### src/rtl/alert_gen_shift_reg_if.sv
// Sample-stream bundle between the input source, the half-frame buffer and the butterfly stage.
interface alert_gen_shift_reg_if #(
  parameter int unsigned DATA_W = 9
);
  logic                     din_valid;
  logic signed [DATA_W-1:0] din_re;
  logic signed [DATA_W-1:0] din_im;
  logic signed [DATA_W-1:0] dout_re;
  logic signed [DATA_W-1:0] dout_im;
  logic                     alert_mod01;
  logic                     busy;
  logic                     frame_err;

  modport master (
    output din_valid, din_re, din_im,
    input  dout_re, dout_im, alert_mod01, busy, frame_err
  );

  modport slave (
    input  din_valid, din_re, din_im,
    output dout_re, dout_im, alert_mod01, busy, frame_err
  );
endinterface

### src/rtl/alert_gen_shift_reg.sv
// Buffers a half-frame of complex samples, pulses alert_mod01, then streams 2*DEPTH samples.
// Define FRAME_ERR_EN to build the sticky frame_err protocol checker; otherwise it is tied to 0.
module alert_gen_shift_reg #(
  parameter int unsigned DATA_W = 9,
  parameter int unsigned DEPTH  = 16
) (
  input logic                 clk,
  input logic                 rstn,
  alert_gen_shift_reg_if.slave bus
);
  localparam int unsigned CntW = $clog2(2 * DEPTH) + 1;

  localparam logic [1:0] StIdle   = 2'd0;
  localparam logic [1:0] StFill   = 2'd1;
  localparam logic [1:0] StStream = 2'd2;

  localparam logic [CntW-1:0] CntOne     = CntW'(1);
  localparam logic [CntW-1:0] FillLast   = CntW'(DEPTH - 1);
  localparam logic [CntW-1:0] Half       = CntW'(DEPTH);
  localparam logic [CntW-1:0] StreamLast = CntW'(2 * DEPTH - 1);

  logic [1:0]      state_q, state_d;
  logic [CntW-1:0] cnt_q, cnt_d;
  logic            alert_q, alert_d;

  // sr[0] is the head (bits [DATA_W-1:0]), sr[DEPTH-1] the tail driving dout.
  logic [DEPTH-1:0][DATA_W-1:0] sr_re_q, sr_im_q;
  logic                         shift_en;
  logic [DATA_W-1:0]            shin_re, shin_im;

  always_comb begin
    state_d  = state_q;
    cnt_d    = cnt_q;
    alert_d  = 1'b0;
    shift_en = 1'b0;
    shin_re  = '0;
    shin_im  = '0;
    case (state_q)
      StIdle: begin
        if (bus.din_valid) begin
          shift_en = 1'b1;
          shin_re  = bus.din_re;
          shin_im  = bus.din_im;
          cnt_d    = CntOne;
          state_d  = StFill;
        end
      end
      StFill: begin
        if (bus.din_valid) begin
          shift_en = 1'b1;
          shin_re  = bus.din_re;
          shin_im  = bus.din_im;
          if (cnt_q == FillLast) begin
            state_d = StStream;
            cnt_d   = '0;
            alert_d = 1'b1;
          end else begin
            cnt_d = cnt_q + CntOne;
          end
        end
      end
      StStream: begin
        shift_en = 1'b1;
        // Second half-frame takes din (zero on a gap); the drain phase always shifts zeros.
        if (cnt_q < Half && bus.din_valid) begin
          shin_re = bus.din_re;
          shin_im = bus.din_im;
        end
        if (cnt_q == StreamLast) begin
          state_d = StIdle;
          cnt_d   = '0;
        end else begin
          cnt_d = cnt_q + CntOne;
        end
      end
      default: begin
        state_d = StIdle;
        cnt_d   = '0;
      end
    endcase
  end

  always_ff @(posedge clk or negedge rstn) begin
    if (!rstn) begin
      state_q <= StIdle;
      cnt_q   <= '0;
      alert_q <= 1'b0;
    end else begin
      state_q <= state_d;
      cnt_q   <= cnt_d;
      alert_q <= alert_d;
    end
  end

  always_ff @(posedge clk or negedge rstn) begin
    if (!rstn) begin
      sr_re_q <= '0;
      sr_im_q <= '0;
    end else if (shift_en) begin
      sr_re_q <= {sr_re_q[DEPTH-2:0], shin_re};
      sr_im_q <= {sr_im_q[DEPTH-2:0], shin_im};
    end
  end

  assign bus.dout_re     = sr_re_q[DEPTH-1];
  assign bus.dout_im     = sr_im_q[DEPTH-1];
  assign bus.alert_mod01 = alert_q;
  assign bus.busy        = (state_q == StStream);

`ifdef FRAME_ERR_EN
  logic frame_err_q;

  // Gap in the second half or a sample offered during the drain; sticky until reset.
  always_ff @(posedge clk or negedge rstn) begin
    if (!rstn) begin
      frame_err_q <= 1'b0;
    end else if (state_q == StStream &&
                 ((cnt_q < Half && !bus.din_valid) || (cnt_q >= Half && bus.din_valid))) begin
      frame_err_q <= 1'b1;
    end
  end

  assign bus.frame_err = frame_err_q;
`else
  assign bus.frame_err = 1'b0;
`endif

endmodule

### src/flat_wrapper.sv
// flat-port wrapper written by rule: the top's interface ports become plain ports
module alert_gen_shift_reg_flat 
#(
  parameter int unsigned DATA_W = 9,
  parameter int unsigned DEPTH  = 16
)
  (clk, rstn, bus_din_valid, bus_din_re, bus_din_im, bus_dout_re, bus_dout_im, bus_alert_mod01, bus_busy, bus_frame_err);
  alert_gen_shift_reg_if #(.DATA_W(DATA_W)) bus_i ();
  input logic clk;
  input logic rstn;
  input wire logic [$bits(bus_i.din_valid)-1:0] bus_din_valid;
  input wire logic [$bits(bus_i.din_re)-1:0] bus_din_re;
  input wire logic [$bits(bus_i.din_im)-1:0] bus_din_im;
  output wire logic [$bits(bus_i.dout_re)-1:0] bus_dout_re;
  output wire logic [$bits(bus_i.dout_im)-1:0] bus_dout_im;
  output wire logic [$bits(bus_i.alert_mod01)-1:0] bus_alert_mod01;
  output wire logic [$bits(bus_i.busy)-1:0] bus_busy;
  output wire logic [$bits(bus_i.frame_err)-1:0] bus_frame_err;
  assign bus_i.din_valid = bus_din_valid;
  assign bus_i.din_re = bus_din_re;
  assign bus_i.din_im = bus_din_im;
  assign bus_dout_re = bus_i.dout_re;
  assign bus_dout_im = bus_i.dout_im;
  assign bus_alert_mod01 = bus_i.alert_mod01;
  assign bus_busy = bus_i.busy;
  assign bus_frame_err = bus_i.frame_err;
  alert_gen_shift_reg #(.DATA_W(DATA_W), .DEPTH(DEPTH)) u_core (.clk(clk), .rstn(rstn), .bus(bus_i));
endmodule
### config.mk
export PLATFORM = sky130hd
export DESIGN_NAME = alert_gen_shift_reg_flat
export DESIGN_NICKNAME = d
export VERILOG_FILES = /design/src/rtl/alert_gen_shift_reg_if.sv /design/src/rtl/alert_gen_shift_reg.sv /design/src/flat_wrapper.sv
export SDC_FILE = /design/constraint.sdc
export NUM_CORES = 1
export LEC_CHECK = 0
export BUFFER_PORTS_ARGS = -buffer_cell sky130_fd_sc_hd__buf_2
export CORE_MARGIN = 5
export CORE_UTILIZATION = 50
export DETAILED_ROUTE_END_ITERATION = 7
export PLACE_DENSITY = 0.7
export SETUP_SLACK_MARGIN = 0.1
export SLEW_MARGIN = 20
export SYNTH_ARGS = -nofsm -noshare
export SYNTH_HDL_FRONTEND = slang
export SYNTH_SLANG_ARGS = --single-unit
### constraint.sdc
create_clock -name clk -period 2.85 [get_ports clk]
set_input_delay 0.7125 -clock clk [delete_from_list [all_inputs] [get_ports clk]]
set_output_delay 0.7125 -clock clk [all_outputs]
set_load 0.02 [all_outputs]
==> Yosys cells after proc, flatten, opt, wreduce, memory -nomap -nowiden <==
Index checks and enable logic that the tools add are counted.
W data, S select, Z words.
{ "totals": {"ram_bits": 0, "rom_bits": 0, "in_bits": 21, "ff_bits": 297, "memories": 0, "latch_bits": 0} }
{ "classes": {"bitwise": 0, "n_reduce_logical": 5, "div_mod_pow": 0, "n_eq_ne": 8, "add_sub_neg": 1, "muxes": 21, "n_lt_le_gt_ge": 1, "multipliers": 0, "shifts": 0} }
{ "ops": {"columns": ["operator", "count"], "rows": [
  ["$mux W9", 4],
  ["$pmux W9 S2", 2],
  ["$mux W6", 4],
  ["$pmux W6 S3", 1],
  ["$mux W2", 4],
  ["$add A6 B1 Y6 const B", 1],
  ["$eq A6 B4 Y1 const B", 1],
  ["$eq A6 B5 Y1 const B", 1],
  ["$lt A6 B5 Y1 const B", 1],
  ["$pmux W2 S3", 1],
  ["$mux W1", 4],
  ["$ne A2 B1 Y1 const B", 2],
  ["$ne A2 B2 Y1 const B", 2],
  ["$reduce_and A4 Y1", 1],
  ["$eq A2 B1 Y1 const B", 1],
  ["$eq A2 B2 Y1 const B", 1],
  ["$logic_not A2 Y1", 1],
  ["$pmux W1 S2", 1],
  ["$reduce_and A2 Y1", 1],
  ["$reduce_or A2 Y1", 1],
  ["$logic_and A1 B1 Y1", 1]
]} }

==> Depth between registers and ports, before layout <==
{ "logic_depth": {"word_depth": 4, "ltp_mapped": 7, "depth_no_buf": 5} }

==> Worst setup path before layout <==
Ideal clock, no wire load.
{ "synth_timing": {"path_kind": "input -> register", "startpoint": "in bus_din_valid", "endpoint": "reg u_core.sr_im_q (netlist bit u_core.bus.dout_im[0])", "t_arrival_ps": 1622, "required_ps": 2785, "n_path_buf": 3, "slack_ps": 1163, "path_stages": 6, "cell_sequence": "clkbuf_1 > o21ai_2 > buf_6 > buf_4 > nand2_1 > nand2_1"} }
{ "synth_via": {"elab_chain_len": 2} }
{ "synth_lines": {"columns": ["item", "line", "source"], "rows": [
  ["start, declared", "flat_wrapper.sv:11", "input wire logic [$bits(bus_i.din_valid)-1:0] bus_din_valid;"],
  ["$mux W1", "alert_gen_shift_reg.sv:40, alert_gen_shift_reg.sv:49", null],
  ["$pmux W1 S2", "alert_gen_shift_reg.sv:38", "case (state_q)"],
  ["end signal, assigned", "alert_gen_shift_reg.sv:101", "sr_im_q <= {sr_im_q[DEPTH-2:0], shin_im};"],
  ["end, declared", "alert_gen_shift_reg.sv:27", "logic [DEPTH-1:0][DATA_W-1:0] sr_re_q, sr_im_q;"]
]} }
No other way between the ends.
A chain may end at the register's enable or synchronous reset.

==> Worst setup path in the final report <==
{ "layout_timing": {"startpoint": "reg u_core.state_q[1]", "endpoint": "out bus_busy"} }
{ "layout_via": {"elab_chain_len": 1} }
{ "layout_lines": {"columns": ["item", "line", "source"], "rows": [
  ["start, declared", "alert_gen_shift_reg.sv:22", "logic [1:0] state_q, state_d;"],
  ["start signal, assigned", "alert_gen_shift_reg.sv:85", "state_q <= StIdle;"],
  ["start signal, assigned", "alert_gen_shift_reg.sv:89", "state_q <= state_d;"],
  ["$eq A2 B2 Y1", "alert_gen_shift_reg.sv:108", "assign bus.busy = (state_q == StStream);"],
  ["end, declared", "flat_wrapper.sv:17", "output wire logic [$bits(bus_i.busy)-1:0] bus_busy;"]
]} }
No other way between the ends.

==> run metrics <==
status finished clean; H-tree depth 1; number of port buffers 40; part of the Yosys area used for sequential elements 64.4%; Skew-Pair Late Insertion Delay 540 ps; postcts setup bufs 0; GRT Total Usage 15.2%; IO Pins 42; Async SR Flop Fraction 100%; post-CTS resize count 0; cts bufs inserted 29; Max Slew Vio Count 0; top cell type's share of synthesized area 64.4%; Post-synth EDFFs 0; reg2reg path depth 5; die height 162 microns; hold_buf cts 0; final hold viol count 0; synthesized area 0.0115 sq mm; Max Fanout on Critical Path 15; global route total overflow 0; Layout area overhead 10.8%; r2r setup slk 900 ps; Fin Clk Skew 13.4 ps; n_diodes 0; post-route ant nets 0; Gate Count Post-Synth 1267; share of cells above drive strength 1 8.31%; vias in the first global route 7475; CTS tree done; Syn Nets 1289; DP Wirelength 10800 microns; wire length per cell 12.1 microns; die footprint 0.0262 sq mm; CTS Root Buffer Type clkbuf_16; Post-route DRC 0; initial antenna violation count 0; fin crit period 2500 ps; nature of the critical path startpoint flop; Max Cap Viol 0; RSZ-0062 raised after global routing no; area leader, netlist dfrtp_1; Final period util 87.8%; largest net degree at the start of global routing 140; Post-Route Setup TNS 0 ps; commonest register cell after synthesis dfrtp_1; YS warnings 0; count of state elements after synthesis 297; most common cell in the netlist nand2_1; most frequent cells after synthesis 818 x nand2_1, 297 x dfrtp_1, 42 x buf_4; First-pass DRT Iterations 6; Vias 7609; clock tree buffer depth 3; leak pwr 7.16 nW; Rows 55; DRT Wirelength 19000 microns; reg-to-reg endpoint u_core.bus.dout_im[0]; Worst Max-Slew Pin Slew 643 ps; GP Congestion 0.752; required time worst endpoint 2140 ps; Final Util 56.3%; top cells by area, synth dfrtp_1 64%, nand2_1 27%, buf_4 2.7%; Reg clk slew, reported paths 60 ps; Achievable Freq 0.400 GHz; Mean Syn Cell Area 9.11 sq um; Vias/cell 4.84; pwr/cell area 834 mW/mm^2; Fin Hold WS 171 ps; Final setup viols 0; CP Capture Type primary output; Die X 162 microns; Starting Density 50.8%; Critical R2R Launch u_core.state_q[1]; DR iter-0 viols 561; core area 0.0227 sq mm; Sink Count 297; Yosys cell types 36; Hold Crit Class in2async; critical path type reg2out; VDD IR-drop max 0.000448 V; Slew headroom 57.1%; first-pass GRT wire length 34700 microns; fin nets 1288; critical path data arrival time 1790 ps
==> layer usage <==
layer	track usage [%]	part of all wire, %	vias up
li1	-	-	3845
met1	21.8	48	3636
met2	24.8	47	102
met3	2.39	3.8	26
met4	3.38	1.6	0
met5	0	0	-
==> critical path, cell delays in order, from the launching register on <==
cell and delay [ps]:
dfrtp_1 730, nor2b_1 320, buf_2 220
==> registers in the layout (all words and copies together), names as in the netlist <==
name                    flops
u_core.sr_re_q            135
u_core.bus.dout_re          9
u_core.bus.dout_im          9
u_core.state_q              2
u_core.bus.alert_mod01      1
u_core.cnt_q                6
u_core.sr_im_q            135
==> how the worst max path moves through the flow <==
| stage | slack [ps] | depth (start not counted) | from | endpoint |
|---|---|---|---|---|
| 2_1_floorplan | 1160 | 6 | bus_din_valid | u_core.bus.dout_im[0] |
| 3_3_place_gp | 740 | 6 | bus_din_valid | u_core.bus.dout_im[0] |
| 3_5_place_dp | 720 | 6 | bus_din_valid | u_core.bus.dout_im[0] |
| 4_1_cts | 320 | 2 | u_core.state_q[1] | bus_busy |
| 5_1_grt | 230 | 2 | u_core.state_q[1] | bus_busy |
| 6_report | 350 | 2 | u_core.state_q[1] | bus_busy |
==> per-stage QoR <==
step	std cells	instance area, sq um	setup WS (ps)	total power, W
after floorplan	1267	11500	1160	0.00648
after global placement	1520	11800	739	0.00673
after detailed placement	1520	11800	719	0.00681
after CTS	1573	12800	316	0.0108
after global routing	1573	12800	235	0.0113
final	1573	12800	348	0.0107
==> power by group <==
part	switching [W]	internal (W)	total, W
combinational	0.000760	0.000461	0.00122
sequential	0.000464	0.00503	0.00550
clock	0.00153	0.00242	0.00394
total	0.00275	0.00791	0.0107
==> cell families (layout without fill, tap and decap cells) <==
| logic type | after synthesis | after routing | synth area share (%) |
|---|---|---|---|
| AOI/OAI and AO/OA | 41 | 41 | 2.82 |
| xor gates and xnor gates | 2 | 2 | 0.152 |
| adders and majority gates | 1 | 1 | 0.108 |
| other | 1 | 1 | 0.0325 |
| and+or+nand+nor | 837 | 837 | 27.6 |
| DFF | 297 | 297 | 64.4 |
| buffers and inverters | 88 | 109 | 4.88 |
==> layout by cell type (no fill, tap or decap), types with 4 or more instances in the layout <==
cell	count
a22o_1	18
clkinv_2	5
clkbuf_8	11
buf_12	9
nand2_1	818
buf_4	4
clkbuf_16	29
buf_2	39
dfrtp_1	297
clkbuf_1	4
a21oi_1	5
nor2_1	6
o21ai_0	6
==> layout make-up <==
type / instances / area [sq um]
fill: 1970 / 9920
sequential: 297 / 7430
multi-input combinational: 882 / 3550
clock buffer: 44 / 892
timing repair buffer: 53 / 420
tap: 285 / 357
clock inverter: 9 / 124
inverter: 3 / 11.3
(Power assumes the default switching activity.)
